$ cat src/rtl/fet_cell_tester.sv
// Sequences the A/B truth-table vectors through a discrete-FET gate board and checks the
// synchronised Y against the selected cell. Optional stability recheck: FET_TESTER_STABILITY_EN.
module fet_cell_tester #(
    parameter int unsigned SETTLE_CYCLES = 16,
    parameter int unsigned HOLD_CYCLES   = 4
) (
    input  logic       clk,
    input  logic       rst_n,
    input  logic       start,
    input  logic       abort,
    input  logic [3:0] cell_sel,
    output logic       dut_a,
    output logic       dut_b,
    input  logic       dut_y,
    output logic       busy,
    output logic       done,
    output logic       pass,
    output logic [3:0] fail_mask,
    output logic       err_cfg,
    output logic       unstable
);

    if (SETTLE_CYCLES < 2 || SETTLE_CYCLES > 255) begin : g_bad_settle
        $error("SETTLE_CYCLES must be in 2..255");
    end
    if (HOLD_CYCLES < 1 || HOLD_CYCLES > 255) begin : g_bad_hold
        $error("HOLD_CYCLES must be in 1..255");
    end

    typedef enum logic [2:0] {
        S_IDLE, S_DRIVE, S_SETTLE, S_SAMPLE, S_HOLD, S_RECHECK, S_NEXT, S_DONE
    } state_t;

    state_t     state_q, state_d;
    logic [3:0] cell_q, cell_d;
    logic [1:0] idx_q, idx_d;
    logic [7:0] cnt_q, cnt_d;
    logic       y_meta_q, y_sync_q;
    logic       dut_a_q, dut_a_d, dut_b_q, dut_b_d;
    logic       done_q, done_d;
    logic       pass_q, pass_d;
    logic [3:0] fail_q, fail_d;
    logic       err_q, err_d;
    logic       unst_q, unst_d;
`ifdef FET_TESTER_STABILITY_EN
    logic       y_first_q, y_first_d;
`endif

    logic       one_in;
    logic       last_vec;
    logic [1:0] idx_nxt;

    function automatic logic expect_y(input logic [3:0] sel, input logic a, input logic b);
        case (sel)
            4'd0:    return ~a;
            4'd1:    return a;
            4'd2:    return ~(a & b);
            4'd3:    return a & b;
            4'd4:    return a & ~b;
            4'd5:    return a | b;
            4'd6:    return ~(a | b);
            4'd7:    return a | ~b;
            4'd8:    return a ^ b;
            4'd9:    return ~(a ^ b);
            default: return 1'b0;
        endcase
    endfunction

    always_comb begin
        state_d  = state_q;
        cell_d   = cell_q;
        idx_d    = idx_q;
        cnt_d    = cnt_q;
        dut_a_d  = dut_a_q;
        dut_b_d  = dut_b_q;
        done_d   = 1'b0;
        pass_d   = pass_q;
        fail_d   = fail_q;
        err_d    = err_q;
        unst_d   = unst_q;
`ifdef FET_TESTER_STABILITY_EN
        y_first_d = y_first_q;
`endif
        // Single-input cells only exercise A, so B stays low and odd vectors are skipped.
        one_in   = (cell_q <= 4'd1);
        last_vec = one_in ? (idx_q == 2'd2) : (idx_q == 2'd3);
        idx_nxt  = one_in ? 2'd2 : idx_q + 2'd1;

        case (state_q)
            S_IDLE: begin
                if (start && !abort) begin
                    cell_d  = cell_sel;
                    idx_d   = 2'd0;
                    pass_d  = 1'b0;
                    fail_d  = 4'b0000;
                    unst_d  = 1'b0;
                    err_d   = (cell_sel >= 4'd10);
                    dut_a_d = 1'b0;
                    dut_b_d = 1'b0;
                    state_d = S_DRIVE;
                end
            end
            S_DRIVE: begin
                cnt_d   = 8'(SETTLE_CYCLES);
                state_d = err_q ? S_DONE : S_SETTLE;
            end
            S_SETTLE: begin
                cnt_d = cnt_q - 8'd1;
                if (cnt_q == 8'd1) begin
                    state_d = S_SAMPLE;
                end
            end
            S_SAMPLE: begin
                if (y_sync_q != expect_y(cell_q, idx_q[1], idx_q[0])) begin
                    fail_d[idx_q] = 1'b1;
                end
`ifdef FET_TESTER_STABILITY_EN
                y_first_d = y_sync_q;
                cnt_d     = 8'(HOLD_CYCLES);
                state_d   = S_HOLD;
`else
                state_d   = S_NEXT;
`endif
            end
`ifdef FET_TESTER_STABILITY_EN
            S_HOLD: begin
                cnt_d = cnt_q - 8'd1;
                if (cnt_q == 8'd1) begin
                    state_d = S_RECHECK;
                end
            end
            S_RECHECK: begin
                if (y_sync_q != y_first_q) begin
                    unst_d        = 1'b1;
                    fail_d[idx_q] = 1'b1;
                end
                state_d = S_NEXT;
            end
`endif
            S_NEXT: begin
                if (last_vec) begin
                    dut_a_d = 1'b0;
                    dut_b_d = 1'b0;
                    state_d = S_DONE;
                end else begin
                    idx_d   = idx_nxt;
                    dut_a_d = idx_nxt[1];
                    dut_b_d = one_in ? 1'b0 : idx_nxt[0];
                    state_d = S_DRIVE;
                end
            end
            S_DONE: begin
                done_d  = 1'b1;
                pass_d  = (fail_q == 4'b0000) && !unst_q && !err_q;
                state_d = S_IDLE;
            end
            default: state_d = S_IDLE;
        endcase

        // Abort freezes the results exactly as they stood and silently returns to idle.
        if (abort && state_q != S_IDLE) begin
            state_d = S_IDLE;
            dut_a_d = 1'b0;
            dut_b_d = 1'b0;
            done_d  = 1'b0;
            pass_d  = pass_q;
            fail_d  = fail_q;
            err_d   = err_q;
            unst_d  = unst_q;
        end
    end

    always_ff @(posedge clk or negedge rst_n) begin
        if (!rst_n) begin
            state_q  <= S_IDLE;
            cell_q   <= 4'd0;
            idx_q    <= 2'd0;
            cnt_q    <= 8'd0;
            y_meta_q <= 1'b0;
            y_sync_q <= 1'b0;
            dut_a_q  <= 1'b0;
            dut_b_q  <= 1'b0;
            done_q   <= 1'b0;
            pass_q   <= 1'b0;
            fail_q   <= 4'b0000;
            err_q    <= 1'b0;
            unst_q   <= 1'b0;
`ifdef FET_TESTER_STABILITY_EN
            y_first_q <= 1'b0;
`endif
        end else begin
            state_q  <= state_d;
            cell_q   <= cell_d;
            idx_q    <= idx_d;
            cnt_q    <= cnt_d;
            y_meta_q <= dut_y;
            y_sync_q <= y_meta_q;
            dut_a_q  <= dut_a_d;
            dut_b_q  <= dut_b_d;
            done_q   <= done_d;
            pass_q   <= pass_d;
            fail_q   <= fail_d;
            err_q    <= err_d;
            unst_q   <= unst_d;
`ifdef FET_TESTER_STABILITY_EN
            y_first_q <= y_first_d;
`endif
        end
    end

    assign dut_a     = dut_a_q;
    assign dut_b     = dut_b_q;
    assign busy      = (state_q != S_IDLE);
    assign done      = done_q;
    assign pass      = pass_q;
    assign fail_mask = fail_q;
    assign err_cfg   = err_q;
`ifdef FET_TESTER_STABILITY_EN
    assign unstable  = unst_q;
`else
    assign unstable  = 1'b0;
`endif

endmodule
$ cat config.mk
export PLATFORM = sky130hd
export DESIGN_NAME = fet_cell_tester
export DESIGN_NICKNAME = d
export VERILOG_FILES = /design/src/rtl/fet_cell_tester.sv
export SDC_FILE = /design/constraint.sdc
export NUM_CORES = 1
export LEC_CHECK = 0
export BUFFER_PORTS_ARGS = -buffer_cell sky130_fd_sc_hd__buf_2
export CAP_MARGIN = 5
export CORE_MARGIN = 2
export CORE_UTILIZATION = 60
export CTS_BUF_LIST = sky130_fd_sc_hd__clkbuf_16
export CTS_CLUSTER_DIAMETER = 30
export DETAILED_ROUTE_END_ITERATION = 7
export PLACE_DENSITY = 0.85
export SYNTH_ARGS = -nofsm -noshare
export SYNTH_HDL_FRONTEND = slang
export SYNTH_SLANG_ARGS = --single-unit
$ cat constraint.sdc
create_clock -name clk -period 5.1 [get_ports clk]
set_input_delay 0.765 -clock clk [delete_from_list [all_inputs] [get_ports clk]]
set_output_delay 0.765 -clock clk [all_outputs]
set_load 0.03 [all_outputs]
Yosys cells after proc, flatten, opt, wreduce, memory -nomap -nowiden:

Cells that the tools add are included.

* input bits: 9
* register bits: 28
* word-level logic and storage cells: 105
* output and inout bits: 11

* $lt $le $gt $ge: 4
* equal/unequal tests: 23
* bitwise logic cells: 12
* reduce and logical (&&, ||, !) cells: 22
* mux-type cells: 30
* add/sub/neg operators: 2

Operator list (count)
* == test 4 x 3 -> 1 bit, second input constant: 4
* one-hot mux 8 bit (2 select lines): 1
* two-way mux 3 bit: 5
* one-hot mux 3 bit (5 select lines): 1
* two-way mux 1 bit: 11
* one-hot mux 1 bit (10 select lines): 1
* AND reduction 3 bit: 3
* == test 4 x 2 -> 1 bit, second input constant: 2
* == test 4 bit, second input constant: 2
* == test 8 x 1 -> 1 bit, second input constant: 1
* zero test 4 bit: 2
* two-way mux 4 bit: 2
* one-hot mux 4 bit (2 select lines): 1
* nonzero test 2 bit: 4
* subtractor 8 x 1 -> 8 bit, second input constant: 1
* == test 3 x 2 -> 1 bit, second input constant: 2
* == test 3 bit, second input constant: 2
* two-way mux 2 bit: 3
* != test 2 bit, second input constant: 3
* != test 3 bit, second input constant: 2
* inverter 1 bit: 6
* one-hot mux 1 bit (2 select lines): 3
* AND reduction 2 bit: 3
* nonzero test 3 bit: 2
* 19 further kinds: 26

Longest topological paths before layout:

Gate-level depths: netlist (run 1).

* depth after elaboration: 7
* depth in mapped cells: 7
* gate-level depth less buffers: 7

Worst setup path after synthesis (run 1):

Ideal clock, no wire load.

* path type: reg-to-reg
* start point: register state_q[2]
* end point: register cell_q[1]
* arrival time: 1.716 ns
* data required time: 4.975 ns
* cell stages (with the launch flop): 5
* slack: 3.259 ns
* period minus slack after synthesis: 1.841 ns
* library setup time: 0.125 ns
* buffers on the path: 1
* cells stage by stage: dfrtp_1 or3_4 or3b_4 buf_6 mux2_4

* word-level cells in the longest chain between the ends: 2

Ends and longest elaborated chain
* start, declared: line 34 `state_t state_q, state_d;`
* start signal, assigned: line 192 `state_q <= state_d;`
* zero test 3 bit: line 89 `case (state_q)`
* AND reduction 2 bit (no source line)
* end signal, assigned: line 193 `cell_q <= cell_d;`
* end, declared: line 35 `logic [3:0] cell_q, cell_d;`

Every way passes these cells.
A chain may end at the register's enable or synchronous reset.

Worst setup path in the final report (run 1):

* start point: register state_q[0]
* end point: output port busy

* word-level cells in the longest chain between the ends: 1

Ends and longest elaborated chain
* nonzero test 3 bit: line 213 `assign busy = (state_q != S_IDLE);`
* end, declared: line 15 `output logic busy,`

Every way passes these cells.

==> results of run 1 <==
[routing by layer]
metal  share of wire [%]  wire length, µm
met1                  44             1436
met5                   0                0
met4                0.85               28
met3                 5.0              165
met2                  50             1655
[metrics by stage]
| stage | hold slack (ns) | power [µW] | utilization (%) | area (µm²) | cells |
|---|---|---|---|---|---|
| final | 0.3516 | 809.0 | 71.66 | 1759 | 210 |
| after CTS | 0.3541 | 807.8 | 71.66 | 1759 | 210 |
| after global routing | 0.3607 | 853.8 | 71.66 | 1759 | 210 |
| after global placement | 0.3326 | 552.3 | 67.38 | 1654 | 206 |
| after floorplan | 0.3312 | 508.5 | - | 1549 | 161 |
| after detailed placement | 0.3426 | 571.6 | 67.38 | 1654 | 206 |
[power by group]
group	leakage [µW]	internal, µW	switching [µW]
clock	0.0000511	156	75.4
sequential	0.000366	270	69.8
combinational	0.000430	102	135
total	0.000846	529	280
[flip-flops by register name, summed over array words and instances, names as in the netlist, 2 cells and up]
name,flops
cnt_q,8
cell_q,4
fail_mask,4
state_q,3
idx_q,2
[worst max path at each step]
stage | start | endpoint | slack [ns] | depth (start not counted)
floorplan | state_q[2] | cell_q[1] | 3.26 | 4
global placement | cell_q[1] | dut_a | 3.07 | 6
detailed placement | cell_q[1] | dut_a | 3.02 | 6
CTS | state_q[0] | busy | 2.95 | 2
global route | cell_q[1] | dut_a | 2.71 | 6
finish | state_q[0] | busy | 2.93 | 2
[final cells by class]
| type | count | area share [%] |
|---|---|---|
| multi-input combinational | 122 | 45.23 |
| sequential | 28 | 39.83 |
| timing repair buffer | 18 | 5.121 |
| clock buffer | 3 | 4.267 |
| tap | 30 | 2.134 |
| clock inverter | 1 | 1.707 |
| inverter | 8 | 1.707 |
[cells in the final DEF (no fill, tap or decap), types with 2 or more instances in the layout]
cell type / synthesis / routed
nor3_1: 2 / 2
a21oi_1: 4 / 4
mux2_4: 3 / 3
ha_1: 8 / 8
nand3b_1: 3 / 3
nor2_1: 13 / 13
mux2i_1: 7 / 7
nand2b_1: 5 / 5
o21ai_0: 9 / 9
dfrtp_1: 28 / 28
and2_1: 2 / 2
nand2_1: 23 / 23
nand3_1: 11 / 11
buf_2: 0 / 18
nor2b_1: 2 / 2
nor4_1: 3 / 3
inv_1: 8 / 8
o2111ai_1: 4 / 4
and3_1: 4 / 4
clkbuf_16: 0 / 3
a211oi_1: 2 / 2
a22oi_1: 2 / 2
[Yosys cell counts, types with 2 or more instances]
| cell | instances |
|---|---|
| o2111ai_1 | 4 |
| a21oi_1 | 4 |
| and2_1 | 2 |
| mux2_4 | 3 |
| a211oi_1 | 2 |
| nand3_1 | 11 |
| nand2b_1 | 5 |
| mux2i_1 | 7 |
| dfrtp_1 | 28 |
| nor4_1 | 3 |
| nor2_1 | 13 |
| nor2b_1 | 2 |
| and3_1 | 4 |
| inv_1 | 8 |
| nand2_1 | 23 |
| nand3b_1 | 3 |
| nor3_1 | 2 |
| ha_1 | 8 |
| o21ai_0 | 9 |
| a22oi_1 | 2 |
[cells by family (layout without fill, tap and decap cells)]
family,count (synthesis),in the layout,share of synthesized area (%)
muxes,11,11,8.158
AOI/OAI and AO/OA,28,28,12.12
adders and majority gates,8,8,6.462
buffers and inverters,11,30,3.393
and+or+nand+nor,72,72,23.26
DFF,28,28,45.23
xor gates and xnor gates,2,2,1.131
other,1,1,0.2421
==> metrics.txt, run 1 <==
status=finished, final reports clean; Synthesis Warnings=0; critical path startpoint category=flop; multi-input logic area=795.8 µm²; Period Utilization, post-route=42.45%; DR DRC count=0; Crit Path Category=reg -> out; Crit path max-delay family=flip-flops; Vias/cell=6.071; critical path capture point type=output port; Place WS=3.024 ns; max-slew violation count=0; CP arrival=1.40 ns; Placer Congestion=0.8195; post-DP HPWL=2.442 mm; Most Crowded Layer GR=met2; ANT cells=0; die width=54.81 µm; DIE AREA=0.003004 mm²; First-pass DRT Iterations=4; fin worst setup slack=2.935 ns; CP cell instances=or3_4 > buf_2; EDFF count, synth=0; setup TNS=0 ns; Hold Violations, Final=0; Top-Level Pins=20; top-area cell type share of the netlist area=45.23%; Vias=1,275; DRT Wirelength=3.286 mm; Crit path largest cell delay=0.53 ns; CTS buffer count=3; Hold Path Class=reg -> reg; Starting DRT DRC Count=44; Mapped Cells=161; Mapped Nets=178; CTS H-Tree Depth=1; RR Endpoint=dut_a; Synth cell types=38; layout cells sized above 1=16.67%; core area=0.002455 mm²; grt ovf=0; syn_area_per_cell=9.621 µm²; final antenna-violating net count=0; ys flop type=dfrtp_1; FP Rows=18; hold_sp=y_meta_q; final critical-path required period=2.165 ns; Seq cells post-synth=28; Area growth syn-to-layout=13.57%; clock tree from TritonCTS=done; Total Routing Usage GR=25.61%; first-pass GRT wire length=5.382 mm; Die Span Y=54.81 µm; CTS sink cnt=28; port bufs=18; antenna violations before repair=0; RSZ-0062 raised after global routing=false; post-synth top area cell=dfrtp_1; worst-margin pin slew=0.6842 ns; Resized cells post-CTS=0; R2R setup slack=3.00 ns; Setup Skew=0.003997 ns; RR Startpoint=cell_q[1]; final net count=198; met1 Usage GRT=34.15%; Crit Path Max Fanout=15; Power Dens Cells=459.9 mW/mm²; pin count of the biggest net entering global routing=29; Filler cells=176; path depth of the worst reg2reg path=6; Post-CTS Hold Buffers=0; Req. time, crit path=4.34 ns; Max-slew headroom=53.96%; FF+latch area=700.7 µm²; ys async rst share=100.0%; worst path bufs/invs=1; WHS Path Cells=0; clock tree buffer depth=2; met2 GRT Util=43.25%; Syn Std Cell Area=0.001549 mm²; # setup viols final=0; Routed wire per std cell=15.65 µm; hold endpoint=y_sync_q; # Post-CTS Setup Buffers=0; Worst-path clk slew=0.07 ns; global routing usage on met3=2.732%; CTS root buf=clkbuf_16; Max stage delay cell, worst path=dfrtp_1; max cap viols=0; max frequency=461.9 MHz; Leak=0.0008462 µW; worst vdd ir=0.0004013 V; Initial Util=63.10%; register area share after synthesis=45.23%; via count of the first global-routing pass=1,165; ranking of synthesized cells by area=dfrtp_1, ha_1, nand2_1, mux2i_1, nand3_1; Clock Latency Late Sink=0.26 ns
Power figures use the tool's default switching activity.
==> inputs of run 2 (changes only) <==
Settings changed: ABC_AREA from default to 1, CORE_UTILIZATION 60 to 51, PLACE_DENSITY 0.85 to 0.78.
Clock period 5.1 ns to 1.9 ns, I/O delays scaled along.
==> metrics.txt, run 2 <==
status=finished, final reports clean (unchanged); max-slew violation count=0 (unchanged); CTS root buf=clkbuf_16 (unchanged); register area share after synthesis=45.20% (was 45.23%); setup TNS=0 ns (unchanged); Vias=1,264 (was 1,275); DR DRC count=0 (unchanged); ANT cells=0 (unchanged); pin count of the biggest net entering global routing=29 (unchanged); Power Dens Cells=1500 mW/mm² (was 459.9 mW/mm²); via count of the first global-routing pass=1,159 (was 1,165); Place WS=0.2638 ns (was 3.024 ns); Synth cell types=31 (was 38); First-pass DRT Iterations=4 (unchanged); Initial Util=52.06% (was 63.10%); EDFF count, synth=0 (unchanged); syn_area_per_cell=8.159 µm² (was 9.621 µm²); CTS H-Tree Depth=1 (unchanged); worst vdd ir=0.0007578 V (was 0.0004013 V); commonest non-fill, non-tap cells in the layout=nand2_1, dfrtp_1, inv_1 (was dfrtp_1, nand2_1, buf_2); final net count=229 (was 198); final antenna-violating net count=0 (unchanged); RSZ-0062 raised after global routing=false (unchanged); Power, Total=2624 µW (was 809.0 µW); final critical-path required period=1.676 ns; Clock Latency Late Sink=0.26 ns (about the same); ys flop type=dfrtp_1 (unchanged); Crit Path Category=reg -> reg (was reg -> out); post-DP HPWL=2.236 mm (was 2.442 mm); Top reg by flops=cnt_q (unchanged); Area growth syn-to-layout=12.83% (was 13.57%); most common cell after layout, fill and taps aside=nand2_1 (was dfrtp_1); top-area cell type share of the netlist area=45.20% (was 45.23%); synth cell count leaders=nand2_1, dfrtp_1, inv_1 (was dfrtp_1, nand2_1, nor2_1); Crit path largest cell delay=0.40 ns (was 0.53 ns); Resized cells post-CTS=0 (unchanged); fin worst setup slack=0.2243 ns (was 2.935 ns); Period Utilization, post-route=88.19%; Worst-path clk slew=0.06 ns (was 0.07 ns); Max stage delay cell, worst path=dfrtp_1 (unchanged); Total Routing Usage GR=19.47% (was 25.61%); die width=59.14 µm (was 54.81 µm); Max-slew headroom=60.39% (was 53.96%); first-pass GRT wire length=5.050 mm (was 5.382 mm); Req. time, crit path=2.05 ns (was 4.34 ns); Mapped Nets=207 (was 178); Setup Skew=0.001674 ns (was 0.003997 ns); core area=0.002978 mm² (was 0.002455 mm²); Placer Congestion=0.8496 (was 0.8195); DIE AREA=0.003497 mm² (was 0.003004 mm²); Die Span Y=59.14 µm (was 54.81 µm); Vias/cell=5.202 (was 6.071); Seq cells post-synth=28 (unchanged); Mapped Cells=190 (was 161); path depth of the worst reg2reg path=12 (was 6); max frequency=596.8 MHz; clock tree from TritonCTS=done (unchanged); top-count cell post-synth=nand2_1 (was dfrtp_1); Hold Path Class=in -> async (was reg -> reg); Syn Std Cell Area=0.001550 mm² (was 0.001549 mm²); worst-margin pin slew=0.5942 ns (was 0.6842 ns); grt ovf=0 (unchanged); ys async rst share=100.0% (unchanged); critical path capture point type=flop (was output port); layout cells sized above 1=18.57% (was 16.67%); # setup viols final=0 (unchanged); Filler cells=269 (was 176); FP Rows=20 (was 18); CP cell instances=inv_1 > ha_1 > inv_1 > o21ai_1 > nand3_1 > nand2_1 > inv_1 > nand3_1 > nand3_2 > nand2_2 > nand2_1 > nand2_1 (was or3_4 > buf_2); CTS sink cnt=28 (unchanged); critical path startpoint category=flop (unchanged); Hold Violations, Final=0 (unchanged); Top-Level Pins=20 (unchanged); Post-CTS Hold Buffers=0 (unchanged); # Post-CTS Setup Buffers=0 (unchanged); Synthesis Warnings=0 (unchanged); ranking of synthesized cells by area=dfrtp_1, nand2_1, ha_1, nand3_1, inv_1 (was dfrtp_1, ha_1, nand2_1, mux2i_1, nand3_1); clock tree buffer depth=2 (unchanged); Starting DRT DRC Count=53 (was 44); Worst Hold Margin=0.02888 ns (was 0.3516 ns); Crit Path Max Fanout=5 (was 15); max cap viols=0 (unchanged); antenna violations before repair=0 (unchanged); CTS buffer count=3 (unchanged); CP arrival=1.82 ns (was 1.40 ns); port bufs=18 (unchanged); fin util=58.74% (was 71.66%); DRT Wirelength=2.879 mm (was 3.286 mm); Leak=0.0009143 µW (was 0.0008462 µW); post-synth top area cell=dfrtp_1 (unchanged); Routed wire per std cell=11.85 µm (was 15.65 µm); max reg flops=8 (unchanged)
-- run 2: cell count changes after synthesis, moves of 3 or more --
cell       delta
nand2_1      +17
nand3_1       +8
nor2_2        +4
nand3b_1      -3
and3_1        -4
nor2_1        +7
o2111ai_1     -4
nand2b_1      -5
mux2i_1       -6
o21ai_1       +5
inv_1        +14
inv_2         +4
-- run 2: cells by family after synthesis --
group | count (synthesis) | share of synthesized area [%]
other cells | 1 | 0.2419
buf+inv | 30 | 7.990
mux | 2 | 1.614
flops | 28 | 45.20
simple gates | 95 | 28.89
fa+ha+maj | 8 | 6.457
compound gates | 26 | 9.604
-- run 2: worst max-delay path, delay by kind of cell, from the launching register on --
family | cells | cell delay [ns]
AOI/OAI and AO/OA | 1 | 0.06
and+or+nand+nor | 7 | 0.54
DFF | 1 | 0.40
adders and majority gates | 1 | 0.32
buffers and inverters | 3 | 0.25
-- run 2: final timing paths --
| path | startpoint | end | slack, ns |
|---|---|---|---|
| worst max-delay path | idx_q[0] | fail_mask[0] | 0.22 |
| worst min-delay path | rst_n | idx_q[1] | 0.03 |
| worst max register to register | idx_q[0] | fail_mask[0] | 0.22 |
| worst min register to register | y_meta_q | y_sync_q | 0.35 |
| max in group asynchronous | rst_n | cell_q[1] | 1.48 |
| min in group clk | dut_y | y_meta_q | 0.13 |
-- run 2: area by class of cell --
| cell class | instances | area, µm² | area share, % |
|---|---|---|---|
| inverter | 29 | 116.4 | 6.652 |
| timing repair buffer | 18 | 90.09 | 5.150 |
| sequential | 28 | 700.7 | 40.06 |
| multi-input combinational | 132 | 725.7 | 41.49 |
| tap | 33 | 41.29 | 2.361 |
| clock buffer | 3 | 75.07 | 4.292 |
-- run 2: layer usage --
metal | wire length, µm | GRT usage [%] | part of all wire, % | vias to the layer above
met5 | 0 | 0 | 0 | -
met4 | 42 | 7.143 | 1.5 | 0
met3 | 95 | 3.493 | 3.3 | 5
met2 | 1285 | 29.84 | 45 | 25
met1 | 1456 | 27.68 | 51 | 574
li1 | - | - | - | 660
-- run 2: metrics by stage --
| stage | instances | instance area (µm²) |
|---|---|---|
| 6_report | 243 | 1749 |
| 4_1_cts | 243 | 1749 |
| 3_5_place_dp | 240 | 1674 |
| 3_3_place_gp | 240 | 1674 |
| 2_1_floorplan | 190 | 1550 |
| 5_1_grt | 243 | 1749 |
-- run 2: where the power goes --
part           internal, µW  leakage, µW  switching, µW
sequential              784     0.000366            192
combinational           417     0.000512            778
clock                   278    0.0000370            175
